[src/rtl/radix4_booth_seq_mult.sv]
// Sequential radix-4 Booth multiplier, two multiplier bits per enabled cycle.
// Signed or unsigned per transaction, valid/ready on both sides.
module radix4_booth_seq_mult #(
  parameter int WIDTH = 32
) (
  input  logic               clk,
  input  logic               rst,
  input  logic               en,
  input  logic               in_valid,
  output logic               in_ready,
  input  logic               signed_mode,
  input  logic [WIDTH-1:0]   A,
  input  logic [WIDTH-1:0]   B,
  output logic               out_valid,
  input  logic               out_ready,
  output logic [2*WIDTH-1:0] OUT
);

  localparam int STEPS = WIDTH / 2 + 1;
  localparam int XW    = WIDTH + 3;
  localparam int CW    = $clog2(STEPS + 1);

  typedef enum logic [1:0] {IDLE, CALC, DONE} state_t;

  state_t              state_q, state_d;
  logic [CW-1:0]       cnt_q, cnt_d;
  logic [XW-1:0]       a_q, a_d;
  logic [XW-1:0]       acc_q, acc_d;
  logic [XW-1:0]       mplr_q, mplr_d;
  logic [2*WIDTH-1:0]  out_q, out_d;
  logic                ov_q, ov_d;

  logic [XW-1:0]       a_ext, b_ext, pp, sum;
  logic [2*XW-1:0]     shifted;

  assign a_ext = {{3{signed_mode & A[WIDTH-1]}}, A};
  // implicit zero below the multiplier LSB seeds the first Booth window
  assign b_ext = {{2{signed_mode & B[WIDTH-1]}}, B, 1'b0};

  always_comb begin
    pp = '0;
    unique case (mplr_q[2:0])
      3'b001, 3'b010: pp = a_q;
      3'b011:         pp = a_q << 1;
      3'b100:         pp = -(a_q << 1);
      3'b101, 3'b110: pp = -a_q;
      default:        pp = '0;
    endcase
  end

  assign sum     = acc_q + pp;
  assign shifted = $signed({sum, mplr_q}) >>> 2;

  always_comb begin
    state_d = state_q;
    cnt_d   = cnt_q;
    a_d     = a_q;
    acc_d   = acc_q;
    mplr_d  = mplr_q;
    out_d   = out_q;
    ov_d    = ov_q;
    if (en) begin
      unique case (state_q)
        IDLE: begin
          if (in_valid) begin
            a_d     = a_ext;
            mplr_d  = b_ext;
            acc_d   = '0;
            cnt_d   = CW'(STEPS);
            state_d = CALC;
          end
        end
        CALC: begin
          acc_d  = shifted[2*XW-1:XW];
          mplr_d = shifted[XW-1:0];
          cnt_d  = cnt_q - 1'b1;
          if (cnt_q == CW'(1)) begin
            // one leftover multiplier bit sits below the product
            out_d   = shifted[2*WIDTH:1];
            ov_d    = 1'b1;
            state_d = DONE;
          end
        end
        DONE: begin
          if (out_ready) begin
            ov_d    = 1'b0;
            state_d = IDLE;
          end
        end
        default: state_d = IDLE;
      endcase
    end
  end

  always_ff @(posedge clk or negedge rst) begin
    if (!rst) begin
      state_q <= IDLE;
      cnt_q   <= '0;
      a_q     <= '0;
      acc_q   <= '0;
      mplr_q  <= '0;
      out_q   <= '0;
      ov_q    <= 1'b0;
    end else begin
      state_q <= state_d;
      cnt_q   <= cnt_d;
      a_q     <= a_d;
      acc_q   <= acc_d;
      mplr_q  <= mplr_d;
      out_q   <= out_d;
      ov_q    <= ov_d;
    end
  end

  assign in_ready  = (state_q == IDLE) & rst;
  assign out_valid = ov_q;
  assign OUT       = out_q;

endmodule

[config.mk]
export PLATFORM = sky130hd
export DESIGN_NAME = radix4_booth_seq_mult
export DESIGN_NICKNAME = d
export VERILOG_FILES = /design/src/rtl/radix4_booth_seq_mult.sv
export SDC_FILE = /design/constraint.sdc
export NUM_CORES = 1
export LEC_CHECK = 0
export ABC_AREA = 1
export BUFFER_PORTS_ARGS = -buffer_cell sky130_fd_sc_hd__buf_2
export CORE_ASPECT_RATIO = 0.7
export CORE_MARGIN = 2
export CORE_UTILIZATION = 35
export CTS_BUF_LIST = sky130_fd_sc_hd__clkbuf_4 sky130_fd_sc_hd__clkbuf_8
export CTS_CLUSTER_SIZE = 20
export DETAILED_ROUTE_END_ITERATION = 8
export GPL_TIMING_DRIVEN = 0
export MAX_ROUTING_LAYER = met4
export PLACE_DENSITY = 0.59
export SLEW_MARGIN = 25
export SYNTH_ARGS = -nofsm -noshare
export SYNTH_HDL_FRONTEND = slang
export SYNTH_SLANG_ARGS = --single-unit
[constraint.sdc]
create_clock -name clk -period 4.1 [get_ports clk]
set_clock_uncertainty 0.05 [all_clocks]
set_input_delay 0.615 -clock clk [delete_from_list [all_inputs] [get_ports clk]]
set_output_delay 0.615 -clock clk [all_outputs]
set_load 0.05 [all_outputs]
==> results of run 1 <==
-- stage by stage --
| step | instance area (µm²) | total power, µW | TNS, ns | hold slack, ns | setup slack, ns |
|---|---|---|---|---|---|
| after detailed placement | 11900 | 10500 | -0.875 | 0.380 | -0.108 |
| after global routing | 12400 | 13000 | 0 | 0.237 | 0.00143 |
| final | 12400 | 12100 | 0 | 0.262 | 0.210 |
| after CTS | 12200 | 11800 | 0 | 0.229 | 0.0272 |
| after global placement | 11800 | 10500 | -104.29 | 0.411 | -0.864 |
| after floorplan | 10600 | 8210 | 0 | 0.269 | 1.11 |
-- kinds of logic after synthesis --
family | count (synthesis) | share of synthesized area (%)
and+or+nand+nor | 693 | 27.0
buffers and inverters | 213 | 8.38
xor gates and xnor gates | 35 | 2.89
adders and majority gates | 38 | 4.56
AOI/OAI and AO/OA | 314 | 16.3
DFF | 173 | 40.9
-- routing by layer --
metal / global-route usage [%] / part of all wire (%) / wire [µm]
met4: 5.21 / 1.3 / 482
met1: 37.8 / 53 / 19400
met5: - / 0 / 0
met2: 31.6 / 39 / 14100
met3: 5.88 / 6.9 / 2540
-- Yosys cell counts (all sizes together) --
| master | number | share of area [%] |
|---|---|---|
| buf | 24 | 1.7 |
| ha | 37 | 4.4 |
| o211ai | 5 | 0.35 |
| o2111ai | 12 | 0.99 |
| a221o | 1 | 0.094 |
| a221oi | 1 | 0.083 |
| nand2 | 444 | 16 |
| nor3 | 12 | 0.57 |
| nand4 | 11 | 0.71 |
| a21oi | 56 | 2.7 |
| nor4 | 2 | 0.12 |
| fa | 1 | 0.19 |
| dfrtp | 173 | 41 |
| nor2 | 116 | 4.4 |
| o21bai | 3 | 0.21 |
| o21ai | 202 | 9.6 |
| o22ai | 14 | 0.83 |
| clkbuf | 27 | 0.97 |
| o21a | 1 | 0.071 |
| a21o | 5 | 0.35 |
| a21boi | 1 | 0.071 |
| clkinv | 1 | 0.035 |
| xor2 | 25 | 2.1 |
| o221ai | 6 | 0.50 |
| inv | 161 | 5.7 |
| and2 | 1 | 0.059 |
| a31oi | 4 | 0.24 |
| or2 | 6 | 0.35 |
| and3 | 1 | 0.059 |
| nand3b | 4 | 0.28 |
| nand3 | 96 | 4.6 |
| a22oi | 3 | 0.21 |
| xnor2 | 10 | 0.83 |
-- timing repair --
item	in CTS	in global routing
gates resized for setup	5	33
pin swaps	0	3
setup buffers	0	2
endpoints found under the hold margin	10	0
setup endpoints to repair	14	39
hold buffers	1	0
-- critical path: stages, from the launching register on --
cell and delay (ns):
dfrtp_1 0.40, inv_1 0.14, ha_2 0.23, nand2_1 0.08, nor2_2 0.15, inv_1 0.11, nor2_4 0.17, nand3_1 0.10
nor2_1 0.14, xor2_1 0.11, o211ai_1 0.58, ha_1 0.41, a21oi_2 0.26, nor2_1 0.07, nor2_1 0.11, o21ai_0 0.16
a21oi_1 0.28, nand2_1 0.11, nand3_1 0.10, nand2_1 0.05
-- area by class of cell --
cell class / instances / area, µm² / share of cell area, %
Clock buffer: 22 / 284 / 2.30
Inverter: 162 / 608 / 4.92
Timing Repair Buffer: 140 / 766 / 6.19
Buffer: 51 / 284 / 2.30
Clock inverter: 9 / 88.8 / 0.719
Sequential cell: 173 / 4330 / 35.0
Multi-Input combinational cell: 1080 / 5490 / 44.4
Tap cell: 412 / 515 / 4.17
-- power by group through the flow --
stage | sequential, µW | clock, µW | combinational [µW]
3_5_place_dp | 2950 | 0 | 7590
2_1_floorplan | 3890 | 0 | 4330
4_1_cts | 2940 | 1250 | 7640
3_3_place_gp | 2960 | 0 | 7520
6_report | 2950 | 1220 | 7890
5_1_grt | 3040 | 1330 | 8660
-- state kept, by name, summed over array words and instances (netlist names) --
signal / flops
cnt_q: 5
mplr_q: 35
OUT: 64
acc_q: 33
out_valid: 1
state_q: 2
a_q: 33
-- final timing paths --
check	from	to	slack, ns	cells after the start
max	a_q[1]	OUT[56]	0.21	19
min	A[26]	a_q[26]	0.26	3
max reg2reg	a_q[1]	OUT[56]	0.21	19
min reg2reg	OUT[46]	OUT[46]	0.43	2
max in group asynchronous	rst	OUT[45]	2.50	4
min in group asynchronous	rst	OUT[22]	0.45	2
==> flow_summary.ini, run 1 <==
[pwr]
p_int_uw = 5210
p_leak_uw = 0.00620
peakVddDrop_mv = 0.375
p_per_area_nw_per_um2 = 976
p_clk_share_pct = 10.1
p_sw_uw = 6850
pwr-share-comb_pct = 65.4
switching_share_pct = 56.8
pwr-share-seq_pct = 24.4

[clocking]
htreeDepth = 4
numClockSinks = 173
clockBufferDepth = 2
cts_inserted_buffers = 17
clk_latency_ns = 0.51
cts_root_buf = clkbuf_8
cts_tree = done
clk_pin_slew_worst_paths_ns = 0.10

[synthesis]
ys_types = 46
syn_inst = 1466
syn_area_per_cell_um2 = 7.23
syn_nets = 1574
yosysSeqAreaShare_pct = 40.9
syn_area_um2 = 10600
yosys_register_bits = 173
yosysWarnings = 0

[timing]
rsz0062_at_grt = false
setup_violations = 0
fin_crit_sh_pct = 94.9
min_period_ns = 3.89
slew_viol_final = 0
fmax_ghz = 0.257
finalHoldViolations = 0
max_slew_margin_pct = 52.0
tightest_slew_ns = 0.721

[floorplanning]
core_area_um2 = 29900
floorplan.initialDensity_pct = 35.4
die_h_um = 150
die_area_um2 = 31700
die_w_um = 212
num_rows = 53
ios = 136

[drt]
drt_pass1_iterations = 8
route.detailed.wl_per_inst_um = 17.8
drc = 0
first_iter_violations = 898
wl_um = 36500
vias_per_cell = 5.10
ant_nets = 0
vias = 10440

[final_layout]
finalNonFillerCells = 2049
layout-drive-gt1-share_pct = 15.2
mostFrequentLayoutCells = 439 x nand2_1, 173 x dfrtp_1, 152 x inv_1, 147 x buf_2, 146 x o21ai_0
fin_nets = 1733
syn2layout_area_growth_pct = 16.7
fin_util_pct = 41.3
antenna-diode-count = 0
fill_cells = 3199
layout.cells.most_common = nand2_1

[critical_path]
arrival_ns = 4.26
crit_type = flip-flop to flip-flop
cp-start-kind = flip-flop
cp_max_fo = 5
crit_required_ns = 4.47
endpoint_kind = flip-flop

[worst_hold_path]
hold_path_class = input pin to flip-flop

[placed_design]
routabilityCongestion = 0.940
io_buffers = 135
dp_hpwl_um = 28200
placed_cells = 2015

[flow_run]
cap_violations = 0

[global_route]
grt_pass1_wl_um = 56800
grt_start_max_net_pins = 86
grt_overflow_total = 0
grt_usage_pct = 24.5
antenna_found_initial = 0
grt_pass1_vias = 9843

[run_status]
outcome = complete, no violations
(Power assumes the default switching activity.)
==> inputs of run 2 (changes only) <==
--- a/config.mk
+++ b/config.mk
@@ -16,6 +16,7 @@
 export GPL_TIMING_DRIVEN = 0
 export MAX_ROUTING_LAYER = met4
 export PLACE_DENSITY = 0.59
+export REMOVE_ABC_BUFFERS = 1
 export SLEW_MARGIN = 25
 export SYNTH_ARGS = -nofsm -noshare
 export SYNTH_HDL_FRONTEND = slang
==> run 2 against run 1 <==
  * Global-route usage is 2.9 points lower
  * Cell count decreased by 2.1%
  * Cell area fell by 0.96%
  * First-iteration DRC count shrank 20%
  * Sequential power about the same
  * Highest routed layer unchanged
==> flow_summary.ini, run 2 (synthesis gave the netlist of run 1 again) <==
[floorplanning]
core_area_um2 = 29900
num_rows = 53
die_h_um = 150
floorplan.initialDensity_pct = 35.4
die_w_um = 212
ios = 136
die_area_um2 = 31700

[timing]
slew_viol_final = 0
setup_violations = 0
fin_crit_sh_pct = 96.5
min_period_ns = 3.96
max_slew_margin_pct = 38.2
hold_slack_ns = 0.0280
fmax_ghz = 0.253
tightest_slew_ns = 0.925
finalHoldViolations = 0

[global_route]
grt_pass1_vias = 9100
grt_start_max_net_pins = 113
grt_pass1_wl_um = 51100
grt_usage_pct = 21.6
antenna_found_initial = 2
grt_overflow_total = 0

[clocking]
ctsHoldBuffers = 0
cts_inserted_buffers = 17
cts_tree = done
numClockSinks = 173
cts_root_buf = clkbuf_8
htreeDepth = 4
clk_pin_slew_worst_paths_ns = 0.11
clockBufferDepth = 2
clk_latency_ns = 0.49

[drt]
route.detailed.wl_per_inst_um = 16.3
drt_pass1_iterations = 5
vias = 9894
wl_um = 32600
drc = 0
vias_per_cell = 4.93
first_iter_violations = 714
ant_nets = 0

[run_status]
outcome = complete, no violations

[pwr]
peakVddDrop_mv = 0.287
p_per_area_nw_per_um2 = 975
p_leak_uw = 0.00608

[critical_path]
crit_required_ns = 4.43
cp_max_fo = 14
r2r_start = mplr_q[1]
endpoint_kind = flip-flop
arrival_ns = 4.29
startpoint = mplr_q[1]
crit_type = flip-flop to flip-flop
cp-start-kind = flip-flop

[final_layout]
multi_input_area_um2 = 5510
layout.cells.most_common = nand2_1
fin_nets = 1686
syn2layout_area_growth_pct = 15.6
regArea_um2 = 4330
fill_cells = 3197
fin_area_um2 = 12200
layout-drive-gt1-share_pct = 14.6
mostFrequentLayoutCells = 435 x nand2_1, 173 x dfrtp_1, 152 x o21ai_0, 151 x inv_1, 134 x buf_2
largest_register_ff_count = 64

[flow_run]
cap_violations = 0

[placed_design]
dpl_cell_area_um2 = 11600
io_buffers = 135
routabilityCongestion = 0.936
dp_hpwl_um = 24400

[worst_hold_path]
hold_path_class = input pin to async pin
## run 2: cell types whose count changed in the layout (fill, tap and decap cells not counted), sizes merged
| cell | before | now |
|---|---|---|
| buf | 163 | 142 |
| bufinv | 1 | 4 |
| clkbuf | 49 | 19 |
| clkinv | 5 | 3 |
| clkinvlp | 3 | 5 |
| diode | 0 | 2 |
| dlygate4sd3 | 1 | 0 |
| inv | 162 | 165 |
## run 2: timing repair
action,CTS,global route
pin swaps,0,5
endpoints found under the setup margin,49,42
buffers inserted,0,3
cloned,0,2
resized for setup,2,28
## run 2: final timing paths
path / endpoint / slack, ns / cells after the start
max: OUT[58] / 0.14 / 14
min: OUT[8] / 0.03 / 1
max reg2reg: OUT[58] / 0.14 / 14
min reg2reg: cnt_q[4] / 0.43 / 1
max in group asynchronous: a_q[26] / 3.01 / 2
min in group clk: a_q[29] / 0.28 / 3
## run 2: power by group
group          internal [µW]  switching (µW)
registers               2450             498
logic                   2130            5450
clock network            705             706
## run 2: per-stage QoR
| step | util (%) | total power (µW) | cells | setup slack, ns | TNS [ns] |
|---|---|---|---|---|---|
| finish | 40.9 | 11900 | 2005 | 0.143 | 0 |
| detailed placement | 38.9 | 10300 | 1966 | -0.408 | -7.62 |
| floorplan | - | 8090 | 1415 | 1.09 | 0 |
| global route | 40.9 | 12900 | 2005 | -0.0199 | -0.0393 |
| CTS | 40.5 | 11800 | 1998 | 0.0542 | 0 |
| global placement | 38.5 | 10200 | 1962 | -0.945 | -131.13 |
## run 2: metal layers
layer	GRT usage (%)	part of all wire (%)	vias to the layer above
li1	-	-	5043
met1	34.1	55	4594
met2	27.6	39	242
met3	4.43	6.2	15
met4	3.91	0.68	0
met5	-	0	-
## run 2: critical path, cell delays in order (launching register included)
cell and delay [ns]:
dfrtp_1 0.44, nor2_1 0.19, nor2_1 0.10, nand2_2 0.30, clkinvlp_2 0.54, nand3_1 0.24
o2111ai_1 0.37, ha_1 0.48, a21o_1 0.23, a21oi_1 0.24, nand2_1 0.11, nor2_1 0.27
nand3b_1 0.14, nand3_1 0.10, nand2_1 0.06
## run 2: layout make-up
class | count | share of cell area [%]
Clock buffer | 19 | 2.08
Inverter | 162 | 5.05
Antenna cell | 2 | 0.0409
Tap cell | 412 | 4.21
Sequential cell | 173 | 35.4
Timing Repair Buffer | 142 | 6.56
Multi-Input combinational cell | 1080 | 45.0
Timing Repair inverter | 2 | 0.102
Clock inverter | 13 | 1.63
